$ cat config.mk
export PLATFORM = sky130hd
export DESIGN_NAME = ysyx_23060208_axil_arbiter
export DESIGN_NICKNAME = d
export VERILOG_FILES = /design/src/rtl/ysyx_23060208_axil_arbiter.sv
export SDC_FILE = /design/constraint.sdc
export NUM_CORES = 1
export LEC_CHECK = 0
export CORE_AREA = 2 2 171 173
export CTS_BUF_LIST = sky130_fd_sc_hd__clkbuf_16
export CTS_CLUSTER_SIZE = 20
export DETAILED_ROUTE_END_ITERATION = 16
export DIE_AREA = 0 0 173 175
export PLACE_DENSITY = 0.37
export SLEW_MARGIN = 0
export SYNTH_ARGS = -nofsm -noshare
export SYNTH_HDL_FRONTEND = slang
export SYNTH_SLANG_ARGS = --single-unit
export TNS_END_PERCENT = 1
$ cat constraint.sdc
create_clock -name clk -period 3.9 [get_ports clk]
set_input_delay 0.975 -clock clk [delete_from_list [all_inputs] [get_ports clk]]
set_output_delay 0.975 -clock clk [all_outputs]
set_load 0.02 [all_outputs]
$ cat src/rtl/ysyx_23060208_axil_arbiter.sv
// N-to-1 AXI4-Lite arbiter with one outstanding transaction; reads win over writes within the granted master.
// Define YSYX_23060208_ARB_ROUND_ROBIN_EN for round-robin arbitration; otherwise the lowest index wins.
module ysyx_23060208_axil_arbiter #(
  parameter  int NUM_MASTERS = 2,
  parameter  int DATA_WIDTH  = 32,
  parameter  int ADDR_WIDTH  = 32,
  localparam int STRB_WIDTH  = DATA_WIDTH / 8
) (
  input  logic                              clk,
  input  logic                              rst,
  input  logic [NUM_MASTERS*ADDR_WIDTH-1:0] m_awaddr,
  input  logic [NUM_MASTERS-1:0]            m_awvalid,
  output logic [NUM_MASTERS-1:0]            m_awready,
  input  logic [NUM_MASTERS*DATA_WIDTH-1:0] m_wdata,
  input  logic [NUM_MASTERS*STRB_WIDTH-1:0] m_wstrb,
  input  logic [NUM_MASTERS-1:0]            m_wvalid,
  output logic [NUM_MASTERS-1:0]            m_wready,
  output logic [NUM_MASTERS*2-1:0]          m_bresp,
  output logic [NUM_MASTERS-1:0]            m_bvalid,
  input  logic [NUM_MASTERS-1:0]            m_bready,
  input  logic [NUM_MASTERS*ADDR_WIDTH-1:0] m_araddr,
  input  logic [NUM_MASTERS-1:0]            m_arvalid,
  output logic [NUM_MASTERS-1:0]            m_arready,
  output logic [NUM_MASTERS*DATA_WIDTH-1:0] m_rdata,
  output logic [NUM_MASTERS*2-1:0]          m_rresp,
  output logic [NUM_MASTERS-1:0]            m_rvalid,
  input  logic [NUM_MASTERS-1:0]            m_rready,
  output logic [ADDR_WIDTH-1:0]             s_awaddr,
  output logic                              s_awvalid,
  input  logic                              s_awready,
  output logic [DATA_WIDTH-1:0]             s_wdata,
  output logic [STRB_WIDTH-1:0]             s_wstrb,
  output logic                              s_wvalid,
  input  logic                              s_wready,
  input  logic [1:0]                        s_bresp,
  input  logic                              s_bvalid,
  output logic                              s_bready,
  output logic [ADDR_WIDTH-1:0]             s_araddr,
  output logic                              s_arvalid,
  input  logic                              s_arready,
  input  logic [DATA_WIDTH-1:0]             s_rdata,
  input  logic [1:0]                        s_rresp,
  input  logic                              s_rvalid,
  output logic                              s_rready
);

  localparam int GW = $clog2(NUM_MASTERS);

  typedef enum logic [2:0] {
    IDLE    = 3'd0,
    RD_ADDR = 3'd1,
    RD_DATA = 3'd2,
    WR_REQ  = 3'd3,
    WR_RESP = 3'd4
  } state_t;

  state_t                   state, state_next;
  logic [GW-1:0]            grant, win;
  logic                     found, win_ar;
  logic                     aw_done, w_done, aw_hs, w_hs;
  logic [NUM_MASTERS-1:0]   req, gmask;
  logic                     sel_arvalid, sel_awvalid, sel_wvalid, sel_rready, sel_bready;
  logic [ADDR_WIDTH-1:0]    sel_araddr, sel_awaddr;
  logic [DATA_WIDTH-1:0]    sel_wdata;
  logic [STRB_WIDTH-1:0]    sel_wstrb;
`ifdef YSYX_23060208_ARB_ROUND_ROBIN_EN
  logic [GW-1:0]            ptr;
`endif

  // Winner selection, evaluated only in IDLE
  always_comb begin
    req    = m_arvalid | m_awvalid;
    win    = '0;
    win_ar = 1'b0;
    found  = 1'b0;
`ifdef YSYX_23060208_ARB_ROUND_ROBIN_EN
    for (int unsigned k = 0; k < NUM_MASTERS; k++) begin
      int unsigned idx;
      idx = (k + 32'(ptr)) % NUM_MASTERS;
      if (!found && req[idx]) begin
        found  = 1'b1;
        win    = GW'(idx);
        win_ar = m_arvalid[idx];
      end
    end
`else
    for (int unsigned i = 0; i < NUM_MASTERS; i++) begin
      if (!found && req[i]) begin
        found  = 1'b1;
        win    = GW'(i);
        win_ar = m_arvalid[i];
      end
    end
`endif
  end

  always_comb begin
    sel_arvalid = 1'b0;
    sel_awvalid = 1'b0;
    sel_wvalid  = 1'b0;
    sel_rready  = 1'b0;
    sel_bready  = 1'b0;
    sel_araddr  = '0;
    sel_awaddr  = '0;
    sel_wdata   = '0;
    sel_wstrb   = '0;
    for (int unsigned i = 0; i < NUM_MASTERS; i++) begin
      if (grant == GW'(i)) begin
        sel_arvalid = m_arvalid[i];
        sel_awvalid = m_awvalid[i];
        sel_wvalid  = m_wvalid[i];
        sel_rready  = m_rready[i];
        sel_bready  = m_bready[i];
        sel_araddr  = m_araddr[i*ADDR_WIDTH +: ADDR_WIDTH];
        sel_awaddr  = m_awaddr[i*ADDR_WIDTH +: ADDR_WIDTH];
        sel_wdata   = m_wdata[i*DATA_WIDTH +: DATA_WIDTH];
        sel_wstrb   = m_wstrb[i*STRB_WIDTH +: STRB_WIDTH];
      end
    end
  end

  assign gmask   = NUM_MASTERS'(1) << grant;
  assign m_rdata = {NUM_MASTERS{s_rdata}};
  assign m_rresp = {NUM_MASTERS{s_rresp}};
  assign m_bresp = {NUM_MASTERS{s_bresp}};

  // Handshake routing; AW and W stop forwarding once their done flag is set
  always_comb begin
    s_araddr  = sel_araddr;
    s_awaddr  = sel_awaddr;
    s_wdata   = sel_wdata;
    s_wstrb   = sel_wstrb;
    s_arvalid = (state == RD_ADDR) && sel_arvalid;
    m_arready = (state == RD_ADDR && s_arready) ? gmask : '0;
    s_rready  = (state == RD_DATA) && sel_rready;
    m_rvalid  = (state == RD_DATA && s_rvalid) ? gmask : '0;
    s_awvalid = (state == WR_REQ) && !aw_done && sel_awvalid;
    m_awready = (state == WR_REQ && !aw_done && s_awready) ? gmask : '0;
    s_wvalid  = (state == WR_REQ) && !w_done && sel_wvalid;
    m_wready  = (state == WR_REQ && !w_done && s_wready) ? gmask : '0;
    s_bready  = (state == WR_RESP) && sel_bready;
    m_bvalid  = (state == WR_RESP && s_bvalid) ? gmask : '0;
  end

  assign aw_hs = s_awvalid & s_awready;
  assign w_hs  = s_wvalid & s_wready;

  always_comb begin
    state_next = state;
    case (state)
      IDLE:    if (found) state_next = win_ar ? RD_ADDR : WR_REQ;
      RD_ADDR: if (s_arvalid && s_arready) state_next = RD_DATA;
      RD_DATA: if (s_rvalid && s_rready) state_next = IDLE;
      WR_REQ:  if ((aw_done || aw_hs) && (w_done || w_hs)) state_next = WR_RESP;
      WR_RESP: if (s_bvalid && s_bready) state_next = IDLE;
      default: state_next = IDLE;
    endcase
  end

  always_ff @(posedge clk or negedge rst) begin
    if (!rst) begin
      state   <= IDLE;
      grant   <= '0;
      aw_done <= 1'b0;
      w_done  <= 1'b0;
`ifdef YSYX_23060208_ARB_ROUND_ROBIN_EN
      ptr     <= '0;
`endif
    end else begin
      state <= state_next;
      if (state == IDLE && found) grant <= win;
      // Flags accumulate while in WR_REQ and clear on leaving it
      if (state == WR_REQ) begin
        aw_done <= (state_next == WR_REQ) && (aw_done || aw_hs);
        w_done  <= (state_next == WR_REQ) && (w_done || w_hs);
      end
`ifdef YSYX_23060208_ARB_ROUND_ROBIN_EN
      if (state != IDLE && state_next == IDLE)
        ptr <= (grant == GW'(NUM_MASTERS - 1)) ? '0 : grant + 1'b1;
`endif
    end
  end

endmodule

**Yosys cells after proc, flatten, opt, wreduce, memory -nomap -nowiden**

Cells that the tools add are included.

- Bits in writable memories: 0
- Register bits: 6
- Memories kept: 0
- Output and inout bits: 187
- Input bits: 253
- Latch bits: 0
- Bits in read-only memories: 0
- Logic and storage cells: 65

- Equality and inequality tests: 5
- Magnitude comparators: 0
- Reductions and logical operators: 26
- Shifts and indexed selects: 1
- Multipliers: 0
- Add/subtract/negate cells: 0
- Divide/modulo/power cells: 0
- Multiplexer cells: 26
- Bitwise operators: 3

Operators by type and width:

| operator | count |
|---|---|
| two-way mux 32 bit | 3 |
| logical AND 1 bit | 20 |
| two-way mux 3 bit | 5 |
| one-hot mux 3 bit (5 select lines) | 1 |
| two-way mux 2 bit | 6 |
| two-way mux 1 bit | 10 |
| equality test 3 x 2 -> 1 bit, second input constant | 3 |
| two-way mux 4 bit | 1 |
| equality test 3 x 1 -> 1 bit, second input constant | 1 |
| equality test 3 bit, second input constant | 1 |
| logical NOT 1 bit | 3 |
| logical NOT 3 bit | 1 |
| AND 1 bit | 2 |
| logical OR 1 bit | 2 |
| OR 2 bit | 1 |
| left shift 1 x 1 -> 2 bit, first input constant | 1 |

**Longest topological paths before layout**

- Depth after elaboration: 10
- Gate-level depth with buffers: 5
- Depth with buffers taken out: 4

**Worst setup path after synthesis**

Ideal clock, no wire load.

- Path type: input to output
- Start point: input s_awready
- End point: output m_awready[0]
- Path slack: 1236 ps
- Required time: 2925 ps
- Stages on the path: 1
- Arrival: 1689 ps
- Buffers on the path: 0
- Cells stage by stage: nor4b_1

- Longest elaborated chain between the ends: 2

RTL lines:

| item | RTL line | RTL |
|---|---|---|
| from (decl) | 30 | `input logic s_awready,` |
| logical AND 1 bit | 138 | `m_awready = (state == WR_REQ && !aw_done && s_awready) ? gmask : '0;` |
| two-way mux 2 bit | 138 |  |
| to (decl) | 13 | `output logic [NUM_MASTERS-1:0] m_awready,` |

No other way between the ends.

**Worst setup path in the final report**

- Start point: input m_awvalid[0]
- End point: output s_awvalid

- Longest elaborated chain between the ends: 2

RTL lines:

| item | RTL line | RTL |
|---|---|---|
| from (decl) | 12 | `input logic [NUM_MASTERS-1:0] m_awvalid,` |
| two-way mux 1 bit | 108 | `if (grant == GW'(i)) begin` |
| logical AND 1 bit | 137 | `s_awvalid = (state == WR_REQ) && !aw_done && sel_awvalid;` |
| to (decl) | 29 | `output logic s_awvalid,` |

No other way between the ends.

==> impl.org <==
** Timing
- Hold violation total from the final report :: 0
- The worst path in the final design needs a cycle of about 3.5 ns, including I/O delays and setup.
- Setup repair after global routing left no endpoint under its margin.
- Period utilisation layout :: 90.9%
- The number of pins with negative max-slew slack in the final report is 0.
- The tightest hold path in the finished design has a slack of approximately 0.66 ns.
- At the pin with the least slew margin, the transition time is 0.555 ns.
- Post-layout worst setup margin :: ~0.36 ns
- Clock tree skew after final layout :: between 0.002 and 0.003 ns
- Setup violation total in the final timing report :: 0
- In the final timing run, aggregate negative setup slack is 0 ns.
- Derived from the worst setup path, the maximum achievable clock frequency is ~0.28 GHz.
- Measured against its own limit, the worst slew margin works out to between 60% and 70%.

** Setup path
- The critical path is of the primary input to output pin type.
- FF-to-FF setup slack :: 2.05 ns
- R2R cell count :: 4
- The endpoint identified for the worst register-to-register timing path is state[2].
- Max FO, Critical Path :: 4
- Launch instance of the worst register-to-register path :: grant
- Category of the worst setup path launch point :: primary input
- STA puts the critical path data required time at ~3 ns.
- The worst setup path is captured at an output pin.
- STA puts the critical path data arrival time at about 2.6 ns.

** Power and ir drop
- Fraction of power consumed by combinational cells :: roughly 85%
- Switching share of power :: 44.4%
- Portion of total power attributed to the clock network :: 6.2%
- Overall power after layout :: 2690 uW
- For this design the ratio of total power to cell area is ~480 nW/um2.
- Internal power component :: approximately 1500 uW
- Sequential cell fraction of total power :: under 10%
- Leakage power figure :: between 0.0015 and 0.002 uW
- Net Sw Power :: around 1200 uW
- IR analysis of the VDD net gives a maximum drop of approximately 0.00023 V.

** Drt
- Post-route ant nets :: 0
- Dividing the detail-routed via count by the number of cells gives 3.19.
- DRC violations left :: 0
- Average wire per cell in the routed design :: about 15 um
- Summing over every cut layer, the via total after detailed routing is 2825.
- The first TritonRoute pass finished after 4 iterations.
- The routed design has 13.1 mm of wire.
- DRC violation total after the first TritonRoute iteration :: 14

** Yosys
- Ranking of synthesized cells by area :: mux2_2, buf_4, dfrtp_1, buf_2, a31oi_4
- A synthesized cell averages roughly 9.1 um2.
- The cell count after synthesis came out at 248.
- Among all cell types in the netlist, the one instantiated most often is mux2_2.
- In this run the biggest area consumer among cell types represents 51.1% of the synthesized area.
- Of all cell types, the one taking the most synthesized area is mux2_2.
- Count of flip-flops with a built-in enable after synthesis :: 0
- Among all flip-flop cells after synthesis, the most frequent one is dfrtp_1.
- Post-Syn Nets :: 501
- By area, the combinational part of the netlist is dominated by multiplexers.
- Compound-gate portion of the synthesized area :: 4.41%
- After Yosys synthesis, XOR and XNOR cells account for 0% of the synthesized area.
- FFs w/ async S/R, synth :: between 90% and 100%
- Simple-gate area share of the yosys netlist :: a little under a tenth
- Synth unique cells :: 30
- Adder-Cell Fraction of Synth Area :: 0%
- Register bit total from synthesis :: 6
- After synthesis the cells add up to 2270 um2.
- Mux share of post-synthesis cell area :: a little over half
- Synth cell count leaders :: mux2_2, buf_4, buf_2
- Yosys synthesis warning count :: 0
- For this run, the register share of the synthesized area comes to approximately 6.6%.

** Clocking
- Clock tree from TritonCTS :: built
- Htree depth :: 1
- Setup Fix Bufs, Post-CTS :: 0
- CTS Sinks :: 6
- Buffers inserted during clock tree synthesis total 3.
- The longest clock path from root to sink contains 2 buffers.
- The tree is rooted in a clkbuf_16.
- Clock transition at the registers of the reported paths :: approximately 0.03 ns
- Skew-Pair Late Insertion Delay :: about 0.23 ns
- After clock tree synthesis, the flow added hold-fix buffers numbering 0.
- Cells resized by post-CTS repair :: 0

** Placement
- DP Worst Slack :: about 0.37 ns
- At the end of routability-driven placement, the weighted congestion stood at 0.878.
- Detailed-placement wirelength estimate :: 11.6 mm
- The count of buffers added on input and output ports is about 330.
- # placed instances :: a little under 900

** Cells and area
- Count of filler cells inserted in the layout :: 3147
- Cells with a size suffix above 1 make up between 20% and 30% of the layout.
- Final #Nets :: ~760
- The area growth from synthesis to layout is 146%.
- Multi-input logic area :: ~1500 um2
- The finished layout holds between 800 and 900 standard cells, fillers aside.
- The repair_antennas step left the layout with diodes totalling 0.
- Sequential standard cell area :: roughly 150 um2

** Hold path
- The tightest min-delay check is of the flip-flop to flip-flop type.
- The worst hold path passes through 2 cells.
- Worst Hold Path EP :: aw_done
- The startpoint identified for the worst hold timing path is aw_done.

** Floorplan
- The initialized floorplan defines a little over 60 standard-cell rows.
- Die span in y :: roughly 180 um
- IO Pins :: 440
- Initial Util :: between 7 and 8%
- Total core area :: roughly 28000 um2
- Die outline area :: around 30000 um2
- Width of the die :: 173 um

** GRT
- All-Layer GR Usage :: between 8 and 9%
- The via count of the first global-routing pass came to roughly 3100.
- Largest net degree at the start of global routing :: 40
- Wire length of the first global-routing pass :: around 19 mm
- Total congestion overflow after global routing :: 0
- The number of antenna violations at the first check in global routing is 0.

** Run
- Number of max-cap violations :: 0

** Run status
- Outcome :: finished clean
per-stage QoR:
stage	instance area, um2	utilization [%]
2_1_floorplan	2270	-
3_3_place_gp	5500	19.4
3_5_place_dp	5500	19.4
4_1_cts	5570	19.6
5_1_grt	5570	19.6
6_report	5570	19.6
routing by layer:
metal,vias up,wire length [um],track usage (%)
met5,-,0,0
met4,0,42,0.953
met3,8,1540,3.50
met2,253,6500,14.7
met1,1254,5040,9.15
li1,1310,-,-
worst max-delay path by stage:
| stage | startpoint | to | slack [ns] | depth (start not counted) |
|---|---|---|---|---|
| finish | m_awvalid[0] | s_awvalid | 0.36 | 4 |
| global route | m_awvalid[0] | s_awvalid | 0.27 | 4 |
| CTS | m_awvalid[0] | s_awvalid | 0.35 | 4 |
| detailed placement | m_awvalid[0] | s_awvalid | 0.37 | 4 |
| global placement | m_awvalid[0] | s_awvalid | 0.34 | 4 |
| floorplan | s_awready | m_awready[0] | 1.24 | 1 |
sequential cells by signal, summed over array words and instances, names as in the netlist:
name / count
grant: 1
w_done: 1
state: 3
aw_done: 1
cells by family after synthesis:
family / after synthesis
buf+inv: 89
compound gates: 11
mux: 105
simple gates: 37
flops: 6
placed cells by master, fill, tap and decap left out, drive strengths merged:
master / count
a31oi: 2
nand2b: 2
o31ai: 1
nor4: 2
and2b: 1
nand2: 4
a21oi: 2
mux2: 103
o22ai: 1
clkdlybuf4s50: 331
a32o: 1
o21ai: 3
and3b: 1
clkbuf: 3
nor2: 11
buf: 5
nand3: 1
or2: 2
and3: 1
dfrtp: 6
nor3: 5
nor3b: 3
nor4b: 4
inv: 3
mux2i: 2
a2111oi: 1
critical path, cell delays in order:
cell and delay (ns):
clkdlybuf4s50_1 0.53, mux2_2 0.21, nor3b_1 0.21, clkdlybuf4s50_1 0.65
power groups by stage:
stage / clock network (uW) / logic, uW / registers [uW]
2_1_floorplan: 0 / 1450 / 112
3_3_place_gp: 0 / 2320 / 238
3_5_place_dp: 0 / 2310 / 238
4_1_cts: 171 / 2330 / 239
5_1_grt: 176 / 2420 / 250
6_report: 168 / 2290 / 230
final cells by class:
cell class              instances  area share [%]
multi-input cells             153            26.7
clock inverters                 1          0.0673
inverters                       2           0.135
well taps                     384            8.62
flip-flops and latches          6            2.76
clock buffers                   3            1.35
repair buffers                336            60.3
No activity file was read; power rests on OpenSTA's default activity.
